File: src/rtl/adder45_rr_arbiter.sv
// adder45_rr_arbiter
//
// Shares one 45-bit + 41-bit unsigned adder between NUM_REQ requesters.
// Requests are granted round-robin. The winning operands are registered,
// summed in the following cycle, and returned with the requester index
// through a single-entry response buffer.
//
// Ports
//   clk        in   clock, all state on the rising edge
//   rst_n      in   synchronous active-low reset
//   req_valid  in   [NUM_REQ]     per-requester operand-pair valid
//   req_a      in   [NUM_REQ*45]  operand A, requester i at [45*i +: 45]
//   req_b      in   [NUM_REQ*41]  operand B, requester i at [41*i +: 41]
//   req_ready  out  [NUM_REQ]     one-hot or zero, operands taken this cycle
//   rsp_valid  out  response holds a result
//   rsp_ready  in   consumer accepts the response
//   rsp_id     out  [ID_W]        owner of rsp_sum
//   rsp_sum    out  [46]          A + zero-extended B
//
// state     | meaning
// ----------+-----------------------------------------------------------
// ST_IDLE   | nothing in flight, grant window open
// ST_EXEC   | operand registers loaded, sum registered at end of cycle
// ST_RESP   | rsp_valid high; grant window open when rsp_ready is high

module customAdder45_4 (
   input  logic [44:0] a_i,
   input  logic [40:0] b_i,
   output logic [45:0] sum_o
);
   assign sum_o = {1'b0, a_i} + {5'b0, b_i};
endmodule

module adder45_rr_arbiter #(
   parameter int NUM_REQ = 4,
   localparam int ID_W = $clog2(NUM_REQ)
) (
   input  logic                  clk,
   input  logic                  rst_n,
   input  logic [NUM_REQ-1:0]    req_valid,
   input  logic [NUM_REQ*45-1:0] req_a,
   input  logic [NUM_REQ*41-1:0] req_b,
   output logic [NUM_REQ-1:0]    req_ready,
   output logic                  rsp_valid,
   input  logic                  rsp_ready,
   output logic [ID_W-1:0]       rsp_id,
   output logic [45:0]           rsp_sum
);

   typedef enum logic [1:0] {
      ST_IDLE = 2'd0,
      ST_EXEC = 2'd1,
      ST_RESP = 2'd2
   } state_t;

   state_t            state_q, state_d;
   logic [ID_W-1:0]   ptr_q, ptr_d;
   logic [44:0]       op_a_q, op_a_d;
   logic [40:0]       op_b_q, op_b_d;
   logic [ID_W-1:0]   id_q, id_d;
   logic [45:0]       sum_q;
   logic [ID_W-1:0]   rsp_id_q;
   logic [45:0]       adder_sum;

   logic              win_found;
   logic [ID_W-1:0]   win_idx;
   logic [ID_W-1:0]   cand_idx;
   logic              grant_window;
   logic              grant;

   // First valid requester at or after ptr, wrapping around.
   always_comb begin
      win_found = 1'b0;
      win_idx   = '0;
      cand_idx  = '0;
      for (int k = 0; k < NUM_REQ; k++) begin
         cand_idx = ID_W'((int'(ptr_q) + k) % NUM_REQ);
         if (!win_found && req_valid[cand_idx]) begin
            win_found = 1'b1;
            win_idx   = cand_idx;
         end
      end
   end

   // rst_n gates the window so req_ready stays low while reset is held.
   assign grant_window = rst_n &&
                         ((state_q == ST_IDLE) ||
                          ((state_q == ST_RESP) && rsp_ready));
   assign grant        = grant_window && win_found;

   always_comb begin
      state_d   = state_q;
      req_ready = '0;
      ptr_d     = ptr_q;
      op_a_d    = op_a_q;
      op_b_d    = op_b_q;
      id_d      = id_q;
      if (grant) begin
         req_ready = NUM_REQ'(1) << win_idx;
         op_a_d    = req_a[45*win_idx +: 45];
         op_b_d    = req_b[41*win_idx +: 41];
         id_d      = win_idx;
         ptr_d     = (win_idx == ID_W'(NUM_REQ-1)) ? '0 : win_idx + 1'b1;
      end
      case (state_q)
         ST_IDLE: if (grant) state_d = ST_EXEC;
         ST_EXEC: state_d = ST_RESP;
         ST_RESP: if (rsp_ready) state_d = grant ? ST_EXEC : ST_IDLE;
         default: state_d = ST_IDLE;
      endcase
   end

   customAdder45_4 u_adder (
      .a_i   (op_a_q),
      .b_i   (op_b_q),
      .sum_o (adder_sum)
   );

   always_ff @(posedge clk) begin
      if (!rst_n) begin
         state_q  <= ST_IDLE;
         ptr_q    <= '0;
         op_a_q   <= '0;
         op_b_q   <= '0;
         id_q     <= '0;
         sum_q    <= '0;
         rsp_id_q <= '0;
      end else begin
         state_q <= state_d;
         ptr_q   <= ptr_d;
         op_a_q  <= op_a_d;
         op_b_q  <= op_b_d;
         id_q    <= id_d;
         if (state_q == ST_EXEC) begin
            sum_q    <= adder_sum;
            rsp_id_q <= id_q;
         end
      end
   end

   assign rsp_valid = (state_q == ST_RESP);
   assign rsp_sum   = sum_q;
   assign rsp_id    = rsp_id_q;

endmodule

File: config.mk
export PLATFORM = sky130hd
export DESIGN_NAME = adder45_rr_arbiter
export DESIGN_NICKNAME = d
export VERILOG_FILES = /design/src/rtl/adder45_rr_arbiter.sv
export SDC_FILE = /design/constraint.sdc
export NUM_CORES = 1
export LEC_CHECK = 0
export ABC_AREA = 1
export CAP_MARGIN = 20
export CORE_MARGIN = 8
export CORE_UTILIZATION = 44
export CTS_CLUSTER_DIAMETER = 40
export DETAILED_ROUTE_END_ITERATION = 10
export PLACE_DENSITY = 0.82
export SYNTH_ARGS = -nofsm -noshare
export SYNTH_HDL_FRONTEND = slang
export SYNTH_HIERARCHICAL = 1
export SYNTH_SLANG_ARGS = --single-unit
File: constraint.sdc
create_clock -name clk -period 2 [get_ports clk]
set_input_delay 0.4 -clock clk [delete_from_list [all_inputs] [get_ports clk]]
set_output_delay 0.4 -clock clk [all_outputs]
set_load 0.01 [all_outputs]
==> out/metrics.csv <==
metric,value,unit
cp-end-kind,output port,
grt_pass1_vias,16400,
fin_crit_sh,1.35,
status,finished with violations,
cts_root_buf,clkbuf_16,
drtPass1Iterations,8,
dieHeight,188,um
wl_per_cell,19.1,um
powerDensity,1900,mW/mm^2
fin_crit,2.71,ns
route.detailed.drc,0,
max-cap-violations,0,
post-route-cell-area,0.0206,sq mm
synth_area_leaders,"nand2_1 22%, dfxtp_1 21%, inv_1 12%",
syn_inst,2425,
finalPower,0.0393,W
skew,0.00824,ns
grt_usage,0.319,
drive_gt1_frac,0.160,
die_area,0.0354,sq mm
maxClockFrequency,369,MHz
synth_edf_count,0,
globalRoute.busiestLayer,met2,
use_met2,0.533,
core,0.0294,sq mm
start_util,0.444,
final_nets,3275,
use_met1,0.387,
yosys.cell_count.top_type,nand2_1,
critPathLaunchType,register,
cp.arrival,2.31,ns
relSlewSlack,0.362,
drt_iter0_drc,1993,
cts.sinks,140,
whs,0.492,ns
cts_tree,done,
die_w,188,um
drv_slew,0,
critPathKind,reg -> out,
ys_seq_elements,140,
synthToLayoutAreaGrowth,58.0,%
synth_nets,2822,
dp_hpwl,43800,um
cpMostUsedCell,nand2_4,
antenna_found_initial,5,
dpl_cell_area,0.0178,sq mm
yosys.area.top_type,nand2_1,
grtUsageMet3,0.0693,
yosysSeqAreaShare,0.215,
fin_ws,-0.709,ns
via_per_inst,5.38,
htreeDepth,4,
wl,62800,um
clock_latency,0.43,ns
worstPathCellList,buf_6 > nand2_4 > nand2_4 > nand2_4 > nand2_4 > nor2_4 > nand2_1 > nand3_2 > nand2_4 > buf_6 > inv_6 > ha_1 > inv_1 > nor2_2 > buf_2,
async_flop_share,0,
synth_cell_types,35,
clk_pin_slew_worst_paths,0.06,ns
ir_worst_vdd,1.29,mV
dr_total_vias,17700,
overflow,0,
io_pins,404,
grt_max_degree,80,
finalSetupViolCount,108,
finalHoldViolations,0,
crit_required,1.60,ns
crit_buf_inv,5,
cp_slowest_stage_delay,0.40,ns
tns,-36.75,ns
critPathMaxFanout,6,
pre_cts_slack,-0.974,ns
cp_top_family,simple AND/OR/NAND/NOR gates,
gp_congestion,1.01,
grt_pass1_wl,90400,um
grt_setup_unrepaired,true,
worstHoldPathType,reg -> reg,
cts_buffers,17,
antenna_left,0,
num_rows,63,
cts_buffer_depth,2,
synth_commonest_cells,"770 x nand2_1, 434 x inv_1, 373 x nor2_1",
synth_area,0.0130,sq mm
syn_avg_cell_area,5.38,sq um
power.leakage,10.8,nW
io_buffers,403,
synth.top_cell.area_share,0.221,
postCtsHoldBufs,0,
crit_slowest_cell,dfxtp_4,
violations,setup timing,
worst_slew_pin_slew,0.957,ns
synth_ff_type,dfxtp_1,
ys_warn_count,6,
-- sequential cells by signal (all words and copies together), names as in the netlist --
name and cells:
rsp_id 2, state_q 2, rsp_sum 46, ptr_q 2
op_a_q 45, op_b_q 41, id_q 2
-- layout by cell type, fill, tap and decap left out, drive strengths merged --
cell / netlist / routed
and2: 2 / 2
nor4: 2 / 2
inv: 450 / 455
o211a: 1 / 1
xor2: 21 / 21
ha: 45 / 45
nor2: 400 / 400
clkbuf: 34 / 30
clkinv: 1 / 4
o21ai: 51 / 51
a31oi: 3 / 3
nand3: 238 / 238
or2: 1 / 1
fa: 1 / 1
a21o: 1 / 1
clkdlybuf4s15: 0 / 1
dlygate4sd2: 0 / 1
dfxtp: 140 / 140
o21bai: 5 / 5
clkinvlp: 0 / 2
clkdlybuf4s50: 0 / 397
bufbuf: 0 / 3
buf: 85 / 139
a211oi: 1 / 1
nand4: 117 / 117
a21oi: 28 / 28
nor3: 3 / 3
diode: 0 / 5
dlymetal6s2s: 0 / 1
xnor2: 4 / 4
nand2: 789 / 789
nand3b: 2 / 2
bufinv: 0 / 3
-- per-stage QoR --
step | std cells | utilization
6_report | 3286 | 0.701
5_1_grt | 3285 | 0.701
4_1_cts | 3262 | 0.668
3_5_place_dp | 3193 | 0.607
3_3_place_gp | 3193 | 0.607
2_1_floorplan | 2425 | -
-- worst paths after layout --
check	start	endpoint	slack, ns	cells past startpoint
worst min register to register	id_q[1]$_SDFFE_PN0P_	rsp_id[1]$_SDFFE_PN0N_	0.49	2
worst max register to register	ptr_q[0]$_SDFFE_PN0P_	op_a_q[23]$_SDFFE_PN0P_	-0.50	18
worst min-delay path	id_q[1]$_SDFFE_PN0P_	rsp_id[1]$_SDFFE_PN0N_	0.49	2
worst max-delay path	ptr_q[0]$_SDFFE_PN0P_	req_ready[3]	-0.71	15
-- final cells by class --
class / count / area, sq um
timing repair buffer: 553 / 6110
fill: 2425 / 8780
sequential: 140 / 2830
clock buffer: 19 / 453
inverter: 451 / 1720
antenna: 5 / 12.5
tap: 390 / 488
multi-input combinational: 1715 / 8820
clock inverter: 13 / 180
-- layer usage --
metal	up-vias	routed length, um
met5	-	13
met4	2	3820
met3	256	5990
met2	1081	29300
met1	8047	23700
li1	8309	-
-- cells by family after synthesis --
family	after synthesis	share of synthesized area
AO/OA/AOI/OAI	90	0.0365
XOR/XNOR	25	0.0168
adder cells (fa/ha/maj)	46	0.0447
buffers and inverters	570	0.176
flip-flops	140	0.215
AND/OR/NAND/NOR	1554	0.512
-- worst min-delay path, cell delays in order (launching register included) --
cell,delay [ns]
dfxtp_1,0.31
nor2_1,0.09
nor2_1,0.05
-- report_power, final --
| group | internal [W] | total [W] | switching (W) |
|---|---|---|---|
| logic | 0.0132 | 0.0306 | 0.0174 |
| registers | 0.00402 | 0.00523 | 0.00121 |
| clock network | 0.00207 | 0.00346 | 0.00140 |
-- timing repair --
item / CTS / global route
setup endpoints to repair: 135 / 131
gates cloned: 17 / 11
gates resized for setup: 150 / 161
pin swaps: 12 / 26
setup buffers: 20 / 9
No activity file was read; power rests on OpenSTA's default activity.
